$ cat src/rtl/priority_arbiter_pkg.sv
// Shared definitions for the priority arbiter: arbitration modes and FSM states.
package priority_arbiter_pkg;

  localparam int MODE_FIXED = 0;
  localparam int MODE_RR    = 1;

  typedef enum logic [1:0] {
    IDLE  = 2'd0,
    GRANT = 2'd1,
    LOCK  = 2'd2
  } arb_state_e;

endpackage

$ cat src/rtl/priority_arbiter_prio_pick.sv
// Combinational winner search: highest index in fixed mode, or first set bit
// walking upward from start (with wrap) in round-robin mode.
module prio_pick
  import priority_arbiter_pkg::*;
#(
  parameter  int N  = 8,
  parameter  int RR = MODE_FIXED,
  localparam int W  = $clog2(N)
) (
  input  logic [N-1:0] req,
  input  logic [W-1:0] start,
  output logic         found,
  output logic [W-1:0] idx
);

  int p;

  always_comb begin
    found = 1'b0;
    idx   = '0;
    p     = 0;
    if (RR == MODE_RR) begin
      // Walk the search order backwards so the earliest candidate overwrites last.
      for (int i = N - 1; i >= 0; i--) begin
        p = int'(start) + i;
        if (p >= N) p = p - N;
        if (req[W'(p)]) begin
          found = 1'b1;
          idx   = W'(p);
        end
      end
    end else begin
      for (int i = 0; i < N; i++) begin
        if (req[W'(i)]) begin
          found = 1'b1;
          idx   = W'(i);
        end
      end
    end
  end

endmodule

$ cat src/rtl/priority_arbiter.sv
// Registered N-way priority arbiter (fixed or round-robin).
// Define PRIORITY_ARBITER_LOCK_EN to hold a grant while its requester stays asserted.
module priority_arbiter
  import priority_arbiter_pkg::*;
#(
  parameter  int N  = 8,
  parameter  int RR = MODE_FIXED,
  localparam int W  = $clog2(N)
) (
  input  logic         clk,
  input  logic         rst,
  input  logic [N-1:0] req,
  input  logic         en,
  output logic [N-1:0] gnt,
  output logic [W-1:0] gnt_idx,
  output logic         gnt_valid
);

  arb_state_e   state;
  logic [W-1:0] ptr;
  logic         found;
  logic [W-1:0] pick_idx;
  logic [W-1:0] ptr_nxt;

  prio_pick #(.N(N), .RR(RR)) u_pick (
    .req   (req),
    .start (ptr),
    .found (found),
    .idx   (pick_idx)
  );

  // Explicit wrap keeps the pointer in range for non-power-of-two N.
  assign ptr_nxt   = (pick_idx == W'(N - 1)) ? '0 : pick_idx + 1'b1;
  assign gnt_valid = (state != IDLE);

  always_ff @(posedge clk) begin
    if (rst) begin
      state   <= IDLE;
      ptr     <= '0;
      gnt     <= '0;
      gnt_idx <= '0;
    end else if (en) begin
`ifdef PRIORITY_ARBITER_LOCK_EN
      if (gnt_valid && req[gnt_idx]) begin
        state <= LOCK;
      end else
`endif
      if (found) begin
        state   <= GRANT;
        gnt     <= {{(N-1){1'b0}}, 1'b1} << pick_idx;
        gnt_idx <= pick_idx;
        if (RR == MODE_RR) ptr <= ptr_nxt;
      end else begin
        state   <= IDLE;
        gnt     <= '0;
        gnt_idx <= '0;
      end
    end
  end

endmodule

$ cat config.mk
export PLATFORM = sky130hd
export DESIGN_NAME = priority_arbiter
export DESIGN_NICKNAME = d
export VERILOG_FILES = /design/src/rtl/priority_arbiter_pkg.sv /design/src/rtl/priority_arbiter_prio_pick.sv /design/src/rtl/priority_arbiter.sv
export SDC_FILE = /design/constraint.sdc
export NUM_CORES = 1
export LEC_CHECK = 0
export ABC_AREA = 1
export BUFFER_PORTS_ARGS = -buffer_cell sky130_fd_sc_hd__buf_2
export CORE_AREA = 2 2 39 41
export CTS_BUF_LIST = sky130_fd_sc_hd__clkbuf_4
export DETAILED_ROUTE_END_ITERATION = 10
export DIE_AREA = 0 0 41 43
export PLACE_DENSITY = 0.68
export SKIP_CTS_REPAIR_TIMING = 1
export SLEW_MARGIN = 20
export SYNTH_ARGS = -nofsm -noshare
export SYNTH_HDL_FRONTEND = slang
export SYNTH_HIERARCHICAL = 1
export SYNTH_SLANG_ARGS = --single-unit
export TNS_END_PERCENT = 5
$ cat constraint.sdc
create_clock -name clk -period 0.9 [get_ports clk]
set_input_delay 0.09 -clock clk [delete_from_list [all_inputs] [get_ports clk]]
set_output_delay 0.09 -clock clk [all_outputs]
set_load 0.01 [all_outputs]
==> impl_metrics.toml <==
[clock_tree]
clkSlewWorstSetupHoldPaths_ns = 0.07
clock-sinks = 12
cts-buffers-inserted = 3
cts.htree.levels = 1
cts-root-buf = "sky130_fd_sc_hd__clkbuf_4"
worstSkewPairLatency_ns = 0.27
clockBufferDepth = 2
clock_tree_from_tritoncts = "built"

[timing]
fin_setup_tns_ns = 0
unrepaired_setup_endpoints_after_global_routing = "false"
hold_violations = 0
fin_worst_skew_ns = 0
fmax_mhz = 1220
final_report_setup_violation_count = 0
timing.final.crit_period_ns = 0.820
share_of_the_clock_period_used_by_the_worst_path_pct = 91.1
drv_slew = 0

[die]
die_x_microns = 41
die_area_sq_um = 1760
placeable_core_area_sq_um = 1380
boundaryPins = 23
placement_rows = 14
start_util_pct = 38.2
die-height_microns = 43

[route]
drc = 0
post_drt_wl_per_cell_microns = 8.28
viasPerCell = 4.47
detail_route.wirelength_microns = 952
route.vias.total = 514
drtAntennaViolNets = 0
drt-initial-drc-count = 8
detail_route.first_pass.iterations = 4

[critical_path]
setup.worst_path.start_class = "register"
top_family_by_delay_on_critical_path = "flip-flops"
worst_path_arrival_time_ns = 0.73
critPathMaxStageDelay_ns = 0.33
cp.buffers_inverters = 1
crit_slowest_cell = "sky130_fd_sc_hd__dfxtp_1"
worstPathCellList = "buf_2"
worstPathRequired_ns = 0.81
end_kind = "primary output"
crit_type = "register to primary output"
critical_path.max_fanout = 2

[global_route]
initial_antenna_violation_count = 0
grt_pass1_vias = 430
grt_start_max_net_pins = 13
grt_first_pass_wirelength_microns = 1590
global_route.overflow_total = 0
global_route.usage.total_pct = 14.0

[pwr]
post-layout-total-power_mw = 1.01
irDropWorstVdd_mv = 1.00
power_leakage_nw = 0.348
p_per_area_nw_per_um2 = 1550

[place]
post-dp-hpwl_microns = 736
gpl.final_weighted_congestion = 0.795
numPlacedInstances = 112
port_buffers = 18

[layout]
final_cell_mix = "sky130_fd_sc_hd__nand2_1 (21), sky130_fd_sc_hd__nor2_1 (18), sky130_fd_sc_hd__buf_2 (18)"
fraction_of_final_layout_cells_with_drive_strength_greater_than_1_pct = 25.3
flow.area_growth_from_synthesis_pct = 23.0
final_design_utilization_pct = 46.9
nFillCells = 155
antenna-diode-count = 0
multi_input_comb_area_sq_um = 224
finalNonFillerCells = 115
layout_commonest_cell = "sky130_fd_sc_hd__nand2_1"
regArea_sq_um = 240
finish.net_count = 112

[yosys]
post_synth_instance_area_sq_um = 528
syn_avg_cell_area_sq_um = 6.60
synthCells = 80
synth.yosys.warnings = 6
synth_fp_nets = 91

[min_path]
worstHoldPathType = "input port to register"

[run_status]
outcome = "finished, final reports clean"

[run]
drv.max_cap_violation_count = 0
## area by class of cell
class / count / share of cell area (%)
flip-flops and latches: 12 / 37.0
multi-input cells: 52 / 34.5
repair buffers: 18 / 13.9
inverters: 14 / 8.09
clock buffers: 3 / 3.47
well taps: 16 / 3.08
## report_power, final
| part | internal [mW] | switching, mW |
|---|---|---|
| sequential | 0.551 | 0.00829 |
| clock | 0.155 | 0.157 |
| combinational | 0.0490 | 0.0848 |
## flip-flops by register name, indices dropped and copies added, names as in the netlist
register	count
gnt	8
state	1
gnt_idx	3
## routing by layer
metal  up-vias  global-route usage [%]  wire length, microns
li1        272                       -                     -
met1       225                    15.3                   428
met2        13                    19.4                   415
met3         4                    7.85                    77
met4         0                    10.0                    31
met5         -                       0                     0
## per-stage QoR
stage / hold WS, ns / setup slack [ns] / instance area, sq um
5_1_grt: 0.129 / 0.0268 / 649
3_3_place_gp: 0.410 / 0.0666 / 627
2_1_floorplan: 0.159 / 0.242 / 528
4_1_cts: 0.122 / 0.0750 / 649
3_5_place_dp: 0.415 / 0.0528 / 627
6_report: 0.123 / 0.0801 / 649
## path summary, 6_finish.rpt
| check | startpoint | end | slack [ns] | cells past startpoint |
|---|---|---|---|---|
| max | gnt[0]$_SDFFE_PP0P_ | gnt[0] | 0.08 | 1 |
| min | rst | state[0]$_SDFFE_PP0P_ | 0.12 | 2 |
| max reg2reg | gnt[4]$_SDFFE_PP0P_ | gnt[4]$_SDFFE_PP0P_ | 0.27 | 4 |
| min reg2reg | state[0]$_SDFFE_PP0P_ | state[0]$_SDFFE_PP0P_ | 0.46 | 2 |
No activity file was read; power rests on OpenSTA's default activity.
